`config.mk`:
```
export PLATFORM = sky130hd
export DESIGN_NAME = pipe_seq_ctrl
export DESIGN_NICKNAME = d
export VERILOG_FILES = /design/src/rtl/pipe_seq_ctrl.sv
export SDC_FILE = /design/constraint.sdc
export NUM_CORES = 1
export LEC_CHECK = 0
export ABC_AREA = 1
export CELL_PAD_IN_SITES_DETAIL_PLACEMENT = 0
export CELL_PAD_IN_SITES_GLOBAL_PLACEMENT = 1
export CORE_UTILIZATION = 35
export DETAILED_ROUTE_END_ITERATION = 10
export GPL_TIMING_DRIVEN = 0
export PLACE_DENSITY = 0.85
export SYNTH_ARGS = -nofsm -noshare
export SYNTH_HDL_FRONTEND = slang
export SYNTH_SLANG_ARGS = --single-unit
```
`constraint.sdc`:
```
create_clock -name clk -period 1.4 [get_ports clk]
set_input_delay 0.28 -clock clk [delete_from_list [all_inputs] [get_ports clk]]
set_output_delay 0.28 -clock clk [all_outputs]
set_load 0.01 [all_outputs]
```
`src/rtl/pipe_seq_ctrl.sv`:
```
// rtl/pipe_seq_ctrl.sv - pipeline sequencer and hazard controller (optional STALL_CNT_EN adds stall_cnt)
module pipe_seq_ctrl #(
  parameter int DRAIN_CYCLES = 4,
  parameter int REG_W        = 5
) (
  input  logic             clk,
  input  logic             reset_n,
  input  logic             cmd_run,
  input  logic             cmd_step,
  input  logic             cmd_stop,
  input  logic             halt_detect,
  input  logic             ID_EX_MemRead,
  input  logic [REG_W-1:0] ID_EX_rt,
  input  logic [REG_W-1:0] IF_ID_rs,
  input  logic [REG_W-1:0] IF_ID_rt,
  input  logic             branch_taken,
  output logic             db_ena,
  output logic             PC_Wr,
  output logic             IF_ID_Wr,
  output logic             IF_Flush,
  output logic             ctrl_zero,
  output logic             done,
  output logic [2:0]       state,
  output logic [31:0]      cycle_cnt
`ifdef STALL_CNT_EN
  ,
  output logic [15:0]      stall_cnt
`endif
);

  typedef enum logic [2:0] {
    S_IDLE  = 3'd0,
    S_RUN   = 3'd1,
    S_STEP  = 3'd2,
    S_DRAIN = 3'd3,
    S_DONE  = 3'd4
  } state_t;

  // Drain counter is loaded with one less than the drain length: the cycle
  // that observes zero is itself the last enabled drain cycle.
  localparam logic [3:0] DRAIN_LOAD = 4'(DRAIN_CYCLES - 1);

  state_t     cur;
  logic [3:0] drain_cnt;
  logic       load_use;

  assign state = cur;

  // Sequencer FSM with db_ena/done registered alongside the state transition
  always_ff @(posedge clk or negedge reset_n) begin
    if (!reset_n) begin
      cur       <= S_IDLE;
      drain_cnt <= '0;
      db_ena    <= 1'b0;
      done      <= 1'b0;
    end else begin
      case (cur)
        S_IDLE: begin
          if (cmd_run) begin
            cur    <= S_RUN;
            db_ena <= 1'b1;
          end else if (cmd_step) begin
            cur    <= S_STEP;
            db_ena <= 1'b1;
          end
        end
        S_RUN: begin
          if (halt_detect) begin
            cur       <= S_DRAIN;
            drain_cnt <= DRAIN_LOAD;
            db_ena    <= 1'b1;
          end else if (cmd_stop) begin
            cur    <= S_IDLE;
            db_ena <= 1'b0;
          end
        end
        S_STEP: begin
          // A step that fetches the end-of-program marker still drains the pipe
          if (halt_detect) begin
            cur       <= S_DRAIN;
            drain_cnt <= DRAIN_LOAD;
            db_ena    <= 1'b1;
          end else begin
            cur    <= S_IDLE;
            db_ena <= 1'b0;
          end
        end
        S_DRAIN: begin
          if (drain_cnt == 4'd0) begin
            cur    <= S_DONE;
            db_ena <= 1'b0;
            done   <= 1'b1;
          end else begin
            drain_cnt <= drain_cnt - 4'd1;
          end
        end
        S_DONE: begin
          db_ena <= 1'b0;
          done   <= 1'b1;
        end
        default: begin
          cur    <= S_IDLE;
          db_ena <= 1'b0;
          done   <= 1'b0;
        end
      endcase
    end
  end

  // Load-use hazard: a load in EX targets a non-zero register read in ID
  always_comb begin
    load_use = ID_EX_MemRead && (ID_EX_rt != '0) &&
               ((ID_EX_rt == IF_ID_rs) || (ID_EX_rt == IF_ID_rt));
  end

  // Stall/bubble/flush decode; stall beats branch flush so the branch re-resolves
  always_comb begin
    IF_ID_Wr  = ~load_use;
    ctrl_zero = load_use;
    PC_Wr     = ~load_use && (cur != S_DRAIN);
    IF_Flush  = branch_taken && ~load_use;
  end

  // Enabled-cycle counter, free-wrapping
  always_ff @(posedge clk or negedge reset_n) begin
    if (!reset_n) cycle_cnt <= '0;
    else if (db_ena) cycle_cnt <= cycle_cnt + 32'd1;
  end

`ifdef STALL_CNT_EN
  // Saturating count of enabled cycles spent in a load-use stall
  always_ff @(posedge clk or negedge reset_n) begin
    if (!reset_n) stall_cnt <= '0;
    else if (db_ena && load_use && (stall_cnt != 16'hFFFF)) stall_cnt <= stall_cnt + 16'd1;
  end
`endif

endmodule

```
Word-level counts from Yosys, hierarchy flattened
Cells that the tools add are included.
{ "totals": {"reg_bits": 41, "inputBits": 23, "out_inout_bits": 41} }
{ "op_classes": {"n_addsub": 2, "n_eq_ne": 12, "mux": 19, "bitwise_logic": 3, "reduce_logical": 15} }
{ "op_table": {"columns": ["operator", "n"], "rows": [
  ["$add A32 B1 Y32 const B", 1],
  ["$mux W3", 5],
  ["$pmux W3 S5", 1],
  ["$eq A5 B5 Y1", 2],
  ["$mux W4", 2],
  ["$pmux W4 S2", 1],
  ["$mux W1", 7],
  ["$eq A3 B2 Y1 const B", 2],
  ["$ne A3 B3 Y1 const B", 2],
  ["$reduce_and A3 Y1", 2],
  ["$reduce_bool A5 Y1", 1],
  ["$logic_and A1 B1 Y1", 4],
  ["$logic_not A4 Y1", 1],
  ["$ne A2 B2 Y1 const B", 2],
  ["$pmux W1 S4", 1],
  ["$reduce_and A4 Y1", 1],
  ["$sub A4 B1 Y4 const B", 1],
  ["$eq A3 B1 Y1 const B", 1],
  ["$eq A3 B3 Y1 const B", 1],
  ["$logic_not A3 Y1", 1],
  ["$ne A3 B2 Y1 const B", 1],
  ["$not A1 Y1", 3],
  ["$pmux W1 S3", 1],
  ["$reduce_or A3 Y1", 1],
  ["other kinds (6)", 6]
]} }

Logic depth before layout (Yosys ltp)
{ "logic_depth": {"ltp_word": 5, "depth_mapped": 9, "mapped_depth_nobuf": 9} }

Worst setup path before layout
OpenSTA, ideal clock, no wires.
{ "synth_path": {"path_type": "register to register", "from": "register cycle_cnt[0]", "to": "register cycle_cnt[16]", "setup_ns": 0.126, "arrival_ns": 1.228, "required_time_ns": 1.274, "path_slack_ns": 0.046, "stages_incl_launch_ff": 8, "period_less_slack_ns": 1.354, "path_cell_list": "dfrtp_1 > ha_1 > nand3_2 > nor2_4 > nand2_2 > nor2_4 > nand2_1 > xnor2_1"} }
{ "synth_via": {"elab_chain_len": 1} }
{ "synth_lines": {"columns": ["item", "line_no", "rtl"], "rows": [
  ["from (decl)", "24", "output logic [31:0] cycle_cnt"],
  ["from (signal assigned)", "127", "else if (db_ena) cycle_cnt <= cycle_cnt + 32'd1;"],
  ["$add A32 B1 Y32", "127", null]
]} }
Every way passes these cells.
A chain may end at the register's enable or synchronous reset.

Worst setup path after layout
{ "layout_path": {"from": "register cur[1] (netlist: state[1])", "to": "output PC_Wr"} }
{ "layout_via": {"elab_chain_len": 2} }
{ "layout_lines": {"columns": ["item", "line_no", "rtl"], "rows": [
  ["from (decl)", "43", "state_t cur;"],
  ["from (signal assigned)", "52", "cur <= S_IDLE;"],
  ["from (signal assigned)", "60", "cur <= S_RUN;"],
  ["from (signal assigned)", "63", "cur <= S_STEP;"],
  ["$ne A3 B2 Y1", "120", "PC_Wr = ~load_use && (cur != S_DRAIN);"],
  ["$logic_and A1 B1 Y1", "120", null],
  ["to (decl)", "18", "output logic PC_Wr,"]
]} }
Every way passes these cells.

==> qor.yml <==
status: "finished, violations left"
violations: "negative setup slack"
fin_worst_skew_ns: 0.0109
drive_above_1_share_pct: 40.6
clk_latency_ns: 0.30
syn_avg_cell_area_um2: 7.23
synth_area_um2: 2460
htreeDepth: 2
max_stage_delay_ns: 0.38
rr_startpoint: "cycle_cnt[0]$_DFFE_PN0P_"
area_delta_synth_final_pct: 65.5
slew-limit-headroom_pct: 75.1
slowest_stage: "dfrtp_1"
route.detailed.drc: 0
rrSetupSlack_ns: -0.04
crit_arrival_ns: 1.18
wl_per_cell_um: 12.5
syn-num-nets: 366
fin_util_pct: 59.9
ys_seq_area_share_pct: 41.7
synthFlopType: "dfrtp_1"
yosys_warnings: 0
worst_pin_slew_ns: 0.373
end_kind: "output pin"
nNetsFinal: 498
cts_tree: "built"
crit_family: "flip-flops"
synth_top_area_share_pct: 41.7
leakagePower_nw: 2.16
clk_pin_slew_ns: 0.09
min_period_ns: 1.46
cap_violations: 0
cts_root_buffer: "clkbuf_8"
worstPathCellList: "buf_6, nand2_4, nor2_4, a21oi_2, buf_2"
worstHoldPathType: "input pin to asynchronous set/reset pin"
yosys.area.top_type: "dfrtp_1"
grt.total_usage_pct: 19.2
ys_types: 27
dr.first_iter.drc_count: 131
placed_cell_area_um2: 3230
hpwlAfterDp_um: 4560
power_density_nw_per_um2: 578
io-pin-count: 64
synthTopCellsByArea: "dfrtp_1 (42%), nand2_1 (17%), inv_1 (7.9%), nor2_1 (6.4%), xnor2_1 (4.3%)"
dp_cells: 500
fillers: 611
grt_pass1_wl_um: 11000
fp.dieH_um: 85.8
hold_viol: 0
die_w_um: 85.8
fin_area_um2: 4070
r2r_cells: 9
pre_cts_ws_ns: -0.801
finalPower_mw: 2.35
port_buffers: 63
timing.rr.end: "cycle_cnt[20]$_DFFE_PN0P_"
antenna_found_initial: 0
viasPerCell: 4.69
cp_max_fo: 4
final.setup.tns_ns: -0.159
num_vias: 2666
first_pass_iters: 4
netlist_instances: 340
instances_no_fill: 569
critPathBufInv: 2
cp-start-kind: "flop"
rows: 30
clock_path_buffers: 2
ant_nets: 0
crit_cells: 5
antennaDiodeCount: 0
setup-violations-final: 6
cts_sinks: 41
core_area_um2: 6790
ir_worst_vdd_mv: 0.373
rsz0062_at_grt: "yes"
first_global_vias: 2519
async_flop_share_pct: 100
crit_type: "flop to output pin"
post-route-period-util_pct: 104
wirelength_um: 7140
grt_max_degree: 28
dieArea_um2: 7370
hold_ws_ns: 0.427
initial_core_util_pct: 36.2
crit_required_ns: 1.12
gp_congestion: 0.794
fin_ws_ns: -0.0619
drv_slew: 0
ys_ff_latch: 41
cts_buffers: 5
synth-edff-count: 0
clock.fmax_mhz: 684
overflow: 0
power by group:
group | switching (mW) | total (mW) | internal [mW]
clock network | 0.466 | 1.00 | 0.534
logic | 0.0902 | 0.169 | 0.0789
registers | 0 | 1.18 | 1.18
cells in the mapped netlist (all sizes together), types with 3 or more instances:
library cell,number
dfrtp,41
xor2,8
inv,53
o21ai,8
nand2,112
nand3b,3
nor3,6
nand3,20
nand4,10
nor2,53
a21oi,6
xnor2,12
ha,3
metal layers:
layer | routed length (µm) | up-vias | track usage [%] | part of all wire (%)
li1 | - | 1321 | - | -
met1 | 2930 | 1252 | 22.5 | 41
met2 | 3720 | 80 | 34.4 | 52
met3 | 352 | 13 | 3.85 | 4.9
met4 | 134 | 0 | 7.42 | 1.9
met5 | 0 | - | 0 | 0
logic make-up (layout without fill, tap and decap cells):
kind of cell             after synthesis  in the layout  synth area share [%]
AO/OA/AOI/OAI                         19             19                  4.32
XOR/XNOR                              20             20                  7.12
adder cells (fa/ha/maj)                3              3                  1.53
buffers and inverters                 53            186                  8.09
flip-flops                            41             41                  41.7
AND/OR/NAND/NOR                      204            204                  37.2
cell usage in the layout (no fill, tap or decap), types with 9 or more instances in the layout:
| cell type | Yosys | routed |
|---|---|---|
| nand2_2 | 2 | 19 |
| nand3_1 | 19 | 13 |
| dfrtp_1 | 41 | 33 |
| nor2_1 | 42 | 20 |
| xnor2_1 | 12 | 11 |
| buf_4 | 0 | 55 |
| inv_2 | 1 | 9 |
| nor2_2 | 7 | 16 |
| nor2_4 | 4 | 17 |
| nand4_1 | 10 | 10 |
| dlygate4sd2_1 | 0 | 30 |
| inv_1 | 52 | 40 |
| buf_6 | 0 | 16 |
| nand2_1 | 109 | 85 |
| buf_2 | 0 | 10 |
layout make-up:
class / count / area (µm²) / share of cell area, %
repair buffers: 125 / 1040 / 25.5
multi-input cells: 246 / 1550 / 38.1
inverters: 53 / 211 / 5.20
clock inverters: 3 / 46.3 / 1.14
well taps: 96 / 120 / 2.95
flip-flops and latches: 41 / 1040 / 25.5
clock buffers: 5 / 68.8 / 1.69
sequential cells by signal (all words and copies together) (netlist names):
register   cells
cycle_cnt     32
drain_cnt      4
state          3
db_ena         1
done           1
worst max-delay path by stage:
stage                                         from                        end  slack, ns
after floorplan           cycle_cnt[0]$_DFFE_PN0P_  cycle_cnt[16]$_DFFE_PN0P_       0.05
after detailed placement               ID_EX_rt[0]                  ctrl_zero      -0.80
after global placement                     reset_n   cycle_cnt[1]$_DFFE_PN0P_      -1.04
final                         state[1]$_DFFE_PN0P_                      PC_Wr      -0.06
after global routing          state[1]$_DFFE_PN0P_                      PC_Wr      -0.14
after CTS                 cycle_cnt[1]$_DFFE_PN0P_  cycle_cnt[16]$_DFFE_PN0P_      -0.10
timing repair:
item / CTS / global route
hold buffers: 1 / 0
setup endpoints to repair: 63 / 34
endpoints found under the hold margin: 14 / 0
resized for setup: 149 / 101
buffers inserted: 42 / 18
pin swaps: 31 / 41
Note: power is estimated with default switching activity, not from simulation.
